### config.mk
export PLATFORM = sky130hd
export DESIGN_NAME = house_sorter
export DESIGN_NICKNAME = d
export VERILOG_FILES = /design/src/rtl/house_pkg.sv /design/src/rtl/lfsr8.sv /design/src/rtl/house_sorter.sv
export SDC_FILE = /design/constraint.sdc
export NUM_CORES = 1
export LEC_CHECK = 0
export CAP_MARGIN = 5
export CORE_MARGIN = 10
export CORE_UTILIZATION = 40
export DETAILED_ROUTE_END_ITERATION = 10
export GPL_TIMING_DRIVEN = 0
export PLACE_DENSITY = 0.58
export SLEW_MARGIN = 20
export SYNTH_ARGS = -nofsm -noshare
export SYNTH_HDL_FRONTEND = slang
export SYNTH_SLANG_ARGS = --single-unit
### constraint.sdc
create_clock -name clk -period 2.8 [get_ports clk]
set_input_delay 0.28 -clock clk [delete_from_list [all_inputs] [get_ports clk]]
set_output_delay 0.28 -clock clk [all_outputs]
set_load 0.005 [all_outputs]
### src/rtl/house_pkg.sv
// Shared definitions for the sorting-hat block: house codes, FSM states, LFSR seed, timeout.
// Latency: n/a (definitions only).
// Backpressure: n/a.
package house_pkg;

    typedef enum logic [1:0] {
        GRYF  = 2'b00,
        SLYTH = 2'b01,
        RAVEN = 2'b10,
        HUFF  = 2'b11
    } house_t;

    typedef enum logic [2:0] {
        IDLE   = 3'd0,
        PICK1  = 3'd1,
        PICK2  = 3'd2,
        PLAY   = 3'd3,
        LEADER = 3'd4
    } state_t;

    localparam logic [7:0] LFSR_SEED       = 8'hA5;
    localparam int         DEFAULT_TIMEOUT = 50000000;

    // Bit index of the result equals the house code: {H, R, S, G}.
    function automatic logic [3:0] house_onehot(input house_t h);
        logic [3:0] oh;
        oh    = 4'b0000;
        oh[h] = 1'b1;
        return oh;
    endfunction

endpackage

### src/rtl/lfsr8.sv
// Free-running 8-bit Fibonacci LFSR, x^8+x^6+x^5+x^4+1, used as the hat's random source.
// Latency: new value every cycle.
// Backpressure: none; never stalls.
module lfsr8
    import house_pkg::*;
(
    input  logic       clk,
    input  logic       resetn,
    output logic [7:0] q
);

    logic fb;

    // Maximal-length polynomial from a nonzero seed never reaches the all-zero lock-up state.
    assign fb = q[7] ^ q[5] ^ q[4] ^ q[3];

    always_ff @(posedge clk or negedge resetn) begin
        if (!resetn) begin
            q <= LFSR_SEED;
        end else begin
            q <= {q[6:0], fb};
        end
    end

endmodule

### src/rtl/house_sorter.sv
// Sorting ceremony FSM: two players pick houses (manually or by hat timeout), play, then show the winner.
// Latency: all outputs registered, one cycle after the causing input.
// Backpressure: none; single-cycle input pulses are consumed or ignored.
module house_sorter
    import house_pkg::*;
#(
    parameter int TIMEOUT_CYCLES = DEFAULT_TIMEOUT
)
(
    input  logic       clk,
    input  logic       resetn,
    input  logic       start,
    input  logic       btn_next,
    input  logic       btn_confirm,
    input  logic       turn_end,
    input  logic       game_over,
    input  logic [7:0] score1,
    input  logic [7:0] score2,
    output logic       G1, S1, R1, H1,
    output logic       G2, S2, R2, H2,
    output logic       Gl, Sl, Rl, Hl,
    output logic       player,
    output logic       leaderboard
);

    localparam int              TW         = (TIMEOUT_CYCLES > 2) ? $clog2(TIMEOUT_CYCLES) : 1;
    localparam logic [TW-1:0]   TIMER_LAST = TW'(TIMEOUT_CYCLES - 1);

    state_t        state, state_n;
    house_t        cursor, cursor_n;
    house_t        house1, house1_n, house2, house2_n, win_house, win_n;
    logic          lock1, lock1_n, lock2, lock2_n;
    logic          player_q, player_n;
    logic [TW-1:0] timer, timer_n;
    logic [3:0]    p1_flags, p1_flags_n, p2_flags, p2_flags_n, win_flags, win_flags_n;
    logic          lb_q, lb_n;
    logic          pick_lock;
    house_t        pick_house;
    logic [7:0]    lfsr_q;
    logic [5:0]    lfsr_unused;

    lfsr8 u_lfsr (
        .clk    (clk),
        .resetn (resetn),
        .q      (lfsr_q)
    );

    assign lfsr_unused = lfsr_q[7:2];

    always_ff @(posedge clk or negedge resetn) begin
        if (!resetn) begin
            state     <= IDLE;
            cursor    <= GRYF;
            timer     <= '0;
            house1    <= GRYF;
            house2    <= GRYF;
            win_house <= GRYF;
            lock1     <= 1'b0;
            lock2     <= 1'b0;
            player_q  <= 1'b0;
            p1_flags  <= 4'b0000;
            p2_flags  <= 4'b0000;
            win_flags <= 4'b0000;
            lb_q      <= 1'b0;
        end else begin
            state     <= state_n;
            cursor    <= cursor_n;
            timer     <= timer_n;
            house1    <= house1_n;
            house2    <= house2_n;
            win_house <= win_n;
            lock1     <= lock1_n;
            lock2     <= lock2_n;
            player_q  <= player_n;
            p1_flags  <= p1_flags_n;
            p2_flags  <= p2_flags_n;
            win_flags <= win_flags_n;
            lb_q      <= lb_n;
        end
    end

    always_comb begin
        state_n    = state;
        cursor_n   = cursor;
        timer_n    = timer;
        house1_n   = house1;
        house2_n   = house2;
        win_n      = win_house;
        lock1_n    = lock1;
        lock2_n    = lock2;
        player_n   = player_q;
        pick_lock  = 1'b0;
        pick_house = cursor;

        case (state)
            IDLE, LEADER: begin
                if (start) begin
                    state_n  = PICK1;
                    cursor_n = GRYF;
                    timer_n  = '0;
                    house1_n = GRYF;
                    house2_n = GRYF;
                    win_n    = GRYF;
                    lock1_n  = 1'b0;
                    lock2_n  = 1'b0;
                    player_n = 1'b0;
                end
            end
            PICK1, PICK2: begin
                // Confirm locks the pre-increment cursor and beats a simultaneous timeout.
                pick_lock  = btn_confirm || (timer == TIMER_LAST);
                pick_house = btn_confirm ? cursor : house_t'(lfsr_q[1:0]);
                if (pick_lock) begin
                    cursor_n = GRYF;
                    timer_n  = '0;
                    if (state == PICK1) begin
                        house1_n = pick_house;
                        lock1_n  = 1'b1;
                        state_n  = PICK2;
                        player_n = 1'b1;
                    end else begin
                        house2_n = pick_house;
                        lock2_n  = 1'b1;
                        state_n  = PLAY;
                        player_n = 1'b0;
                    end
                end else if (btn_next) begin
                    cursor_n = house_t'(cursor + 2'd1);
                    timer_n  = '0;
                end else begin
                    timer_n = timer + TW'(1);
                end
            end
            PLAY: begin
                if (game_over) begin
                    state_n = LEADER;
                    win_n   = (score1 >= score2) ? house1 : house2;
                end else if (turn_end) begin
                    player_n = ~player_q;
                end
            end
            default: state_n = IDLE;
        endcase

        // Flags are derived from next-state values so they register alongside the state.
        p1_flags_n  = (state_n == PICK1) ? house_onehot(cursor_n) :
                      (lock1_n ? house_onehot(house1_n) : 4'b0000);
        p2_flags_n  = (state_n == PICK2) ? house_onehot(cursor_n) :
                      (lock2_n ? house_onehot(house2_n) : 4'b0000);
        win_flags_n = (state_n == LEADER) ? house_onehot(win_n) : 4'b0000;
        lb_n        = (state_n == LEADER);
    end

    assign {H1, R1, S1, G1} = p1_flags;
    assign {H2, R2, S2, G2} = p2_flags;
    assign {Hl, Rl, Sl, Gl} = win_flags;
    assign player           = player_q;
    assign leaderboard      = lb_q;

endmodule

# Yosys cells after proc, flatten, opt, wreduce, memory -nomap -nowiden
# Index checks and enable logic that the tools add are counted.
# W data, S select, Z words.
[word_totals]
output_inout_bits = 14
wordCells = 106
romBits = 0
in_bits = 23
memories = 0
latch_bits = 0
register_bits = 61
ramBits = 0
[op_classes]
eq_ne = 12
n_lt_le_gt_ge = 9
add_sub_neg = 2
shift = 0
reduce_logical = 12
div_mod_pow = 0
mux = 53
bitwise = 4
mul = 0
[ops]
columns = ["cell", "count"]
rows = [
  ["$mux W26", 3],
  ["$pmux W26 S2", 1],
  ["$add A26 B1 Y26 const B", 1],
  ["$eq A26 B26 Y1 const B", 1],
  ["$mux W2", 13],
  ["$mux W4", 5],
  ["$mux W1", 16],
  ["$pmux W2 S2", 4],
  ["$lt A2 B3 Y1 const B", 4],
  ["$eq A3 B2 Y1 const B", 3],
  ["$mux W3", 3],
  ["$pmux W3 S3", 1],
  ["$demux W1 S2", 4],
  ["$ge A2 B1 Y1 const B", 4],
  ["$ge A8 B8 Y1", 1],
  ["$ne A2 B2 Y1 const B", 4],
  ["$eq A3 B1 Y1 const B", 2],
  ["$eq A3 B3 Y1 const B", 2],
  ["$reduce_and A5 Y1", 1],
  ["$logic_and A1 B1 Y1", 4],
  ["$pmux W1 S2", 2],
  ["$reduce_or A2 Y1", 2],
  ["$logic_not A3 Y1", 1],
  ["$pmux W1 S3", 1],
  ["7 further kinds", 9],
]

# Logic depth before layout (Yosys ltp)
# Gate-level depths: netlist (run 1).
[depth]
depth_word = 10
depth_mapped = 10
ltp_nobuf = 9

# Cells and area by module
# Synthesis (run 1) repeated with hierarchy kept, for this count alone.
[hier_totals]
hier_cells = 360
hier_area_um2 = 3355.7
[modules_own_cells]
columns = ["mod", "n_inst", "cells_per_inst", "seq_area_each_um2", "area_per_inst_um2"]
rows = [
  ["house_sorter", 1, 349, 1326.3, 3124.2],
  ["lfsr8", 1, 11, 205.2, 231.5],
]

# Least setup slack after synthesis (run 1)
# OpenSTA, ideal clock, no wires.
[synth_path]
path_type = "reg2reg"
start = "register timer[0]"
end = "register p1_flags[0]"
setup_time_ps = 122
stages_incl_launch_ff = 9
setup_slack_ps = 609
t_required_ps = 2678
n_path_buf = 0
synth_period_minus_slack_ps = 2191
arrival_ps = 2070
cell_sequence = "dfrtp_1 > ha_1 > and4_1 > and2_1 > a31o_2 > nor3_1 > a21oi_1 > a21o_1 > a32o_1"
[synth_between]
elab_chain_cells = 10
elab_cells_between_ends = 23
cone_classes = "order compare (4); eq/ne (2); mux (14); reduce/logical (3)"
[synth_lines]
columns = ["element", "line", "rtl"]
rows = [
  ["from (decl)", "house_sorter.sv:34", "logic [TW-1:0] timer, timer_n;"],
  ["from (signal assigned)", "house_sorter.sv:68", "timer <= timer_n;"],
  ["$eq A26 B26 Y1 (*)", "house_sorter.sv:111", "pick_lock = btn_confirm || (timer == TIMER_LAST);"],
  ["$logic_or A1 B1 Y1 (*)", "house_sorter.sv:111", ""],
  ["$mux W2", "house_sorter.sv:113", "if (pick_lock) begin"],
  ["$pmux W2 S2", "house_sorter.sv:95", "case (state)"],
  ["$lt A2 B3 Y1 (implied by the code) or $ge A2 B1 Y1 (tied branches)", "house_pkg.sv:28", "oh[h] = 1'b1;"],
  ["$logic_and A1 B1 Y1 (implied by the code)", "house_pkg.sv:28", ""],
  ["$mux W1 (implied by the code)", "house_pkg.sv:28", ""],
  ["$demux W1 S2", "house_pkg.sv:28", ""],
  ["$mux W4", "house_sorter.sv:147", "(lock1_n ? house_onehot(house1_n) : 4'b0000);"],
  ["$mux W4 (*)", "house_sorter.sv:146", "p1_flags_n = (state_n == PICK1) ? house_onehot(cursor_n) :"],
  ["named net p1_flags_n[0]", "house_sorter.sv:35", "logic [3:0] p1_flags, p1_flags_n, p2_flags, p2_flags_n, win_flags, win_flags_n;"],
  ["to (signal assigned)", "house_sorter.sv:75", "p1_flags <= p1_flags_n;"],
  ["to (decl)", "house_sorter.sv:35", ""],
]
# Mark *: on every way through the listed nets, which the timed path passes. The rest lies on a longest branch.
# A chain may end at the register's enable or synchronous reset.

# Worst setup path in the final report (run 1)
# Same ends and word-level chain as after synthesis.

==> metrics.cfg, run 1 <==
[min_path]
worst_hold_path.endpoint=u_lfsr.q[7]
min_path_type=flop to flop
worstHoldStart=u_lfsr.q[6]
worstHoldPathCells=0

[timing]
skew_ps=11.8
finalSetupViolations=0
finalCriticalPeriod_ps=2610
worst-slew-pin-transition_ps=619
final.period_utilization=0.932
achievable-frequency_ghz=0.383
pins_over_slew_limit=0
unrepaired_setup_endpoints_after_global_routing=false
slew_headroom=0.584
hold_viol=0

[layout]
multi_input_area_mm2=0.00176
area_delta_synth_final_pct=19.7
seq_area_mm2=0.00153
layout.cells.most_common=sky130_fd_sc_hd__dfrtp_1
final_cell_mix=57 x sky130_fd_sc_hd__dfrtp_1, 38 x sky130_fd_sc_hd__nand2_1, 34 x sky130_fd_sc_hd__clkdlybuf4s50_1
num-nets-final=452
final_cells=530
post_route_cells_drive_above_1_share=0.101
n_fill_cell=827
antenna_cells=0
post_route_core_utilization=0.496

[clocking]
clock_latency_ps=340
cts_root_buffer=sky130_fd_sc_hd__clkbuf_8
cts_buffer_count=9
clock_slew_at_reported_path_ffs_ps=70
htree_num_levels=3
cts_sinks=61
ctsLongestPathBuffers=2
total_setup_buffers_inserted_after_cts=0
clock_tree_from_tritoncts=done

[worst_setup_path]
slowest_stage=sky130_fd_sc_hd__nor3_1
cp_slowest_stage_delay_ps=500
setup.reg_to_reg.worst_slack_ps=190
critical_path.endpoint_type=flop
critPathKind=flop to flop
arrival_worst_endpoint_ps=2840
critPathMaxFanout=7
startpoint_type=flop
path_cells=ha_1, and4_1, and2_1, a31o_2, nor3_1, a21oi_1, a21o_1, a32o_1
regToRegStartpoint=timer[0]
ff_to_ff_end=p1_flags[0]
critical_path.startpoint=timer[0]
reg2regPathDepth=8
critPathRequiredTime_ps=3030

[floorplan]
num_io_pins=37
die_area_mm2=0.0127
chipHeight_um=113
core_mm2=0.00830
initial_utilization=0.414
die_x_um=113
fp-row-count=33

[placement]
place.detailed.hpwl_mm=6.23
placed_cells=513
place.gp.congestion=0.894
place.port_buffers=35

[synth]
syn-mean-instance-area_um2=9.24
synthFlopType=sky130_fd_sc_hd__dfrtp_1
async_reset_ff_frac=1.00
synth_xor_area_frac=0.0255
ys_ff_latch=61
synth_top_area_cell=sky130_fd_sc_hd__dfrtp_1
synthSimpleGateAreaFrac=0.191
synth_top_area_share=0.415
synthesis.instances=372
synth_top_family_by_area=compound AO/OA/AOI/OAI gates
synth.net_count=404
post_synth_fa_ha_maj_area_fraction=0.0328
synth.cell_area_mm2=0.00344
synthTopCellsByArea=sky130_fd_sc_hd__dfrtp_1 41%, sky130_fd_sc_hd__nand2_1 4.1%, sky130_fd_sc_hd__a21oi_1 3.8%
synth_sequential_area_ratio=0.446
ys_types=60
synth-edff-count=0
synth_mux_area_frac=0.0207
synth_compound_area_frac=0.241
synth_warnings=0

[pwr]
pwr_density_cell_mw_per_mm2=768
max-vdd-ir-drop_mv=0.431
cellLeakagePower_nw=1.79

[route]
detailedRoute.firstPassIterationCount=4
viasPerCell=5.61
postRouteWirelength_mm=8.54
ant_nets=0
first_iteration_detailed_routing_drc_count=140
post_drt_wl_per_cell_um=16.1
vias=2972
route.detailed.drc=0

[grt]
met1_usage=0.193
first_global_vias=2864
gr-usage-met3=0.0365
grt_max_degree=33
grt_pass1_wl_mm=14.3
grt_antenna_before_repair=0
grtUsageTotal=0.135
global_route.overflow_total=0
grt_util_met2=0.191
grt_most_used_layer=met1

[run_status]
run_status=completed

[run]
max_cap_viols=0

routing by layer:
metal / wire [µm] / part of all wire / vias up
li1: - / - / 1457
met1: 4330 / 0.51 / 1433
met3: 433 / 0.051 / 9
met4: 107 / 0.013 / 0
met2: 3670 / 0.43 / 73
met5: 0 / 0 / -
cells in the mapped netlist (6+ instances only):
cell type	number
sky130_fd_sc_hd__nand2_1	38
sky130_fd_sc_hd__nand3_1	14
sky130_fd_sc_hd__a21oi_1	26
sky130_fd_sc_hd__o31ai_1	9
sky130_fd_sc_hd__clkbuf_1	13
sky130_fd_sc_hd__xnor2_1	7
sky130_fd_sc_hd__o21ai_1	11
sky130_fd_sc_hd__inv_1	16
sky130_fd_sc_hd__mux2i_1	6
sky130_fd_sc_hd__nand4_1	7
sky130_fd_sc_hd__o21ai_0	24
sky130_fd_sc_hd__ha_1	9
sky130_fd_sc_hd__dfrtp_1	57
sky130_fd_sc_hd__nor2_1	30
sky130_fd_sc_hd__a21o_1	12
cell type report:
class / count / area share
clock buffer: 9 / 0.0301
timing repair buffer: 37 / 0.0919
buffer: 18 / 0.0195
inverter: 18 / 0.0164
clock inverter: 7 / 0.0103
sequential: 61 / 0.372
multi-input combinational: 275 / 0.427
tap: 105 / 0.0319
critical path: cells and delay by family (launching register included):
family	cells	cell delay, ps
compound gates	4	840
fa+ha+maj	1	250
flops	1	420
simple gates	3	980
metrics by stage:
stage	total power [mW]	setup TNS, ps	hold WS [ps]	setup slack [ps]	area (µm²)
final	3.16	0	356	191	4110
after global routing	3.38	0	366	24.0	4110
after CTS	3.17	0	363	166	4110
after detailed placement	2.48	0	246	70.1	3940
after global placement	2.46	-31830	339	-562	3920
after floorplan	2.03	0	-15.6	609	3440
flip-flops by register name, summed over array words and instances, names as in the netlist, 2 cells and up:
register	cells
timer	26
u_lfsr.q	8
p1_flags	4
p2_flags	4
win_flags	4
state	3
cursor	2
house1	2
house2	2
win_house	2
power breakdown:
part,switching [mW],leakage (nW),internal (mW)
Sequential,0.0851,0.821,1.01
Combinational,0.866,0.886,0.517
Clock,0.362,0.0808,0.314
what timing repair did:
| action | in CTS | in global routing |
|---|---|---|
| setup endpoints to repair | 0 | 3 |
| hold buffers | 1 | 0 |
| gates resized for setup | 0 | 0 |
| endpoints found under the hold margin | 29 | 0 |
logic make-up after synthesis:
family	Yosys count
and+or+nand+nor	124
xor gates and xnor gates	10
muxes	7
AOI/OAI and AO/OA	125
DFF	61
buffers and inverters	36
adders and majority gates	9
worst max path at each step:
stage | end
floorplan | p1_flags[0]
global placement | p1_flags[1]
detailed placement | win_flags[1]
CTS | timer[22]
global route | timer[24]
finish | p1_flags[0]
No activity file was read; power rests on OpenSTA's default activity.
==> run 2, diff against run 1 <==
--- a/config.mk
+++ b/config.mk
@@ -11,7 +11,7 @@
 export DETAILED_ROUTE_END_ITERATION = 10
 export GPL_TIMING_DRIVEN = 0
 export PLACE_DENSITY = 0.58
-export SLEW_MARGIN = 20
+export SLEW_MARGIN = 10
 export SYNTH_ARGS = -nofsm -noshare
 export SYNTH_HDL_FRONTEND = slang
 export SYNTH_SLANG_ARGS = --single-unit
==> metrics.cfg, run 2 (synthesized netlist as in run 1, its figures left out) <==
[timing]
worst-slew-pin-transition_ps=777  ; +158 ps
unrepaired_setup_endpoints_after_global_routing=false
finalSetupViolations=0  ; unchanged
skew_ps=9.36  ; -2.45 ps
finalCriticalPeriod_ps=2540  ; -71.1 ps
slew_headroom=0.482  ; -0.102
final.period_utilization=0.906  ; -0.0254
pins_over_slew_limit=0  ; unchanged
setup_ws_final_ps=262  ; +71.1 ps
hold_viol=0  ; unchanged
fin_tns_setup_ps=0  ; unchanged
achievable-frequency_ghz=0.394  ; +2.8%

[placement]
pre_cts_ws_ps=67.3  ; -2.82 ps
placed_cells=512  ; -0.19%
place.gp.congestion=0.894  ; unchanged
place.port_buffers=35  ; unchanged
place.detailed.hpwl_mm=6.12  ; -1.7%

[clocking]
cts_buffer_count=9  ; unchanged
clock_latency_ps=340  ; about the same
clock_tree_from_tritoncts=done
cts_sinks=61  ; unchanged
clock_slew_at_reported_path_ffs_ps=70  ; about the same
htree_num_levels=3  ; unchanged
ctsLongestPathBuffers=2  ; unchanged
post_cts.resized_instances=0  ; unchanged
cts_root_buffer=sky130_fd_sc_hd__clkbuf_8

[floorplan]
die_area_mm2=0.0127  ; unchanged
die_x_um=113  ; unchanged
chipHeight_um=113  ; unchanged
core_mm2=0.00830  ; unchanged
initial_utilization=0.414  ; unchanged
fp-row-count=33  ; unchanged
num_io_pins=37  ; unchanged

[grt]
global_route.overflow_total=0  ; unchanged
grtUsageTotal=0.138  ; +0.00234
grt_max_degree=62  ; +88%
first_global_vias=2841  ; -0.80%
grt_pass1_wl_mm=14.6  ; +1.7%
grt_antenna_before_repair=0  ; unchanged

[worst_setup_path]
critical_path.endpoint_type=flop
startpoint_type=flop
arrival_worst_endpoint_ps=2760  ; -80 ps
path_cells=ha_1, and4_1, and2_1, a31o_2, nor3_1, a21oi_1, a21o_1, a32o_1
critical_path.startpoint=timer[0]
critPathKind=flop to flop
path_delay_family=simple AND/OR/NAND/NOR gates
cp_slowest_stage_delay_ps=450  ; -50 ps
critPathRequiredTime_ps=3020  ; about the same
slowest_stage=sky130_fd_sc_hd__nor3_1
regToRegStartpoint=timer[0]
worstPathBufferInverterCount=0  ; unchanged
setup.reg_to_reg.worst_slack_ps=260  ; +70 ps
critPathMaxFanout=7  ; unchanged

[route]
vias=2933  ; -1.3%
route.detailed.drc=0  ; unchanged
detailedRoute.firstPassIterationCount=4  ; unchanged
postRouteWirelength_mm=8.46  ; -0.98%
ant_nets=0  ; unchanged
post_drt_wl_per_cell_um=16.1  ; -0.42%
viasPerCell=5.57  ; -0.75%
first_iteration_detailed_routing_drc_count=169  ; +21%

[layout]
top_regs=timer x26, u_lfsr.q x8
largest_register=timer
antenna_cells=0  ; unchanged
final_cell_mix=57 x sky130_fd_sc_hd__dfrtp_1, 38 x sky130_fd_sc_hd__nand2_1, 34 x sky130_fd_sc_hd__clkdlybuf4s50_1
post_route_cells_drive_above_1_share=0.0972  ; -0.00402
seq_area_mm2=0.00153  ; unchanged
num-nets-final=450  ; -0.44%
final_cells=527  ; -0.57%
area_delta_synth_final_pct=19.7  ; about the same
n_fill_cell=794  ; -4.0%
post_route_core_utilization=0.496  ; about the same
largest_reg_flops=26  ; unchanged
multi_input_area_mm2=0.00176  ; unchanged
layout.cells.most_common=sky130_fd_sc_hd__dfrtp_1

[pwr]
cellLeakagePower_nw=1.79  ; +0.38%
pwr_density_cell_mw_per_mm2=791  ; +3.0%
max-vdd-ir-drop_mv=0.417  ; -3.1%

[min_path]
min_path_type=input pin to async pin

[run]
max_cap_viols=0  ; unchanged

[run_status]
run_status=completed

run 2: changes by cell type in the layout (fill, tap and decap cells not counted), sizes merged:
cell	before	now
dlygate4sd3	1	0
buf	7	6
clkinvlp	3	1
clkbuf	22	24
bufinv	0	1
clkinv	4	2
run 2: worst register-to-register path, cell delays in order, from the launching register on:
cell and delay, ps:
sky130_fd_sc_hd__dfrtp_1 420, sky130_fd_sc_hd__ha_1 250, sky130_fd_sc_hd__and4_1 250, sky130_fd_sc_hd__and2_1 230, sky130_fd_sc_hd__a31o_2 300, sky130_fd_sc_hd__nor3_1 450
sky130_fd_sc_hd__a21oi_1 130, sky130_fd_sc_hd__a21o_1 200, sky130_fd_sc_hd__a32o_1 210
run 2: cell type report:
| cell class | instances | share of cell area |
|---|---|---|
| Timing Repair Buffer | 35 | 0.0845 |
| Sequential cell | 61 | 0.372 |
| Inverter | 18 | 0.0164 |
| Multi-Input combinational cell | 275 | 0.427 |
| Clock buffer | 11 | 0.0368 |
| Clock inverter | 4 | 0.0116 |
| Buffer | 18 | 0.0195 |
| Tap cell | 105 | 0.0319 |
run 2: power breakdown:
group          internal, mW  total (mW)  switching, mW
Sequential             1.02        1.10         0.0835
Clock                 0.451       0.785          0.334
Combinational         0.514        1.37          0.857
Total                  1.98        3.25           1.27
run 2: metrics by stage:
step	cell area [µm²]	hold slack [ps]	power [mW]
CTS	4120	47.0	3.29
detailed placement	3920	346	2.48
floorplan	3440	-15.6	2.03
global route	4120	68.5	3.51
finish	4120	27.5	3.25
global placement	3920	339	2.46
run 2: layer usage:
metal | global-route usage | share of wire | vias up | routed length (µm)
li1 | - | - | 1451 | -
met1 | 0.202 | 0.49 | 1403 | 4170
met2 | 0.192 | 0.44 | 75 | 3750
met3 | 0.0412 | 0.058 | 4 | 493
met4 | 0.0321 | 0.0052 | 0 | 44
met5 | 0 | 0 | - | 0
run 2: final timing paths:
path,to,depth (start not counted)
setup / recovery,p1_flags[0],8
hold / removal,timer[18],1
setup reg to reg,p1_flags[0],8
hold reg to reg,u_lfsr.q[7],0
max in group asynchronous,lock2,1
min in group clk,u_lfsr.q[7],0
run 2: repair_timing:
item / 4_1_cts / 5_1_grt
hold buffers: 0 / 0
buffers inserted: 0 / 0
endpoints found under the setup margin: 0 / 3
==> run 3, diff against run 2 <==
--- a/config.mk
+++ b/config.mk
@@ -11,6 +11,7 @@
 export DETAILED_ROUTE_END_ITERATION = 10
 export GPL_TIMING_DRIVEN = 0
 export PLACE_DENSITY = 0.58
+export SKIP_LAST_GASP = 1
 export SLEW_MARGIN = 10
 export SYNTH_ARGS = -nofsm -noshare
 export SYNTH_HDL_FRONTEND = slang
==> results of run 3 <==
No change in the layout: final DEF, timing and power equal those of run 2.
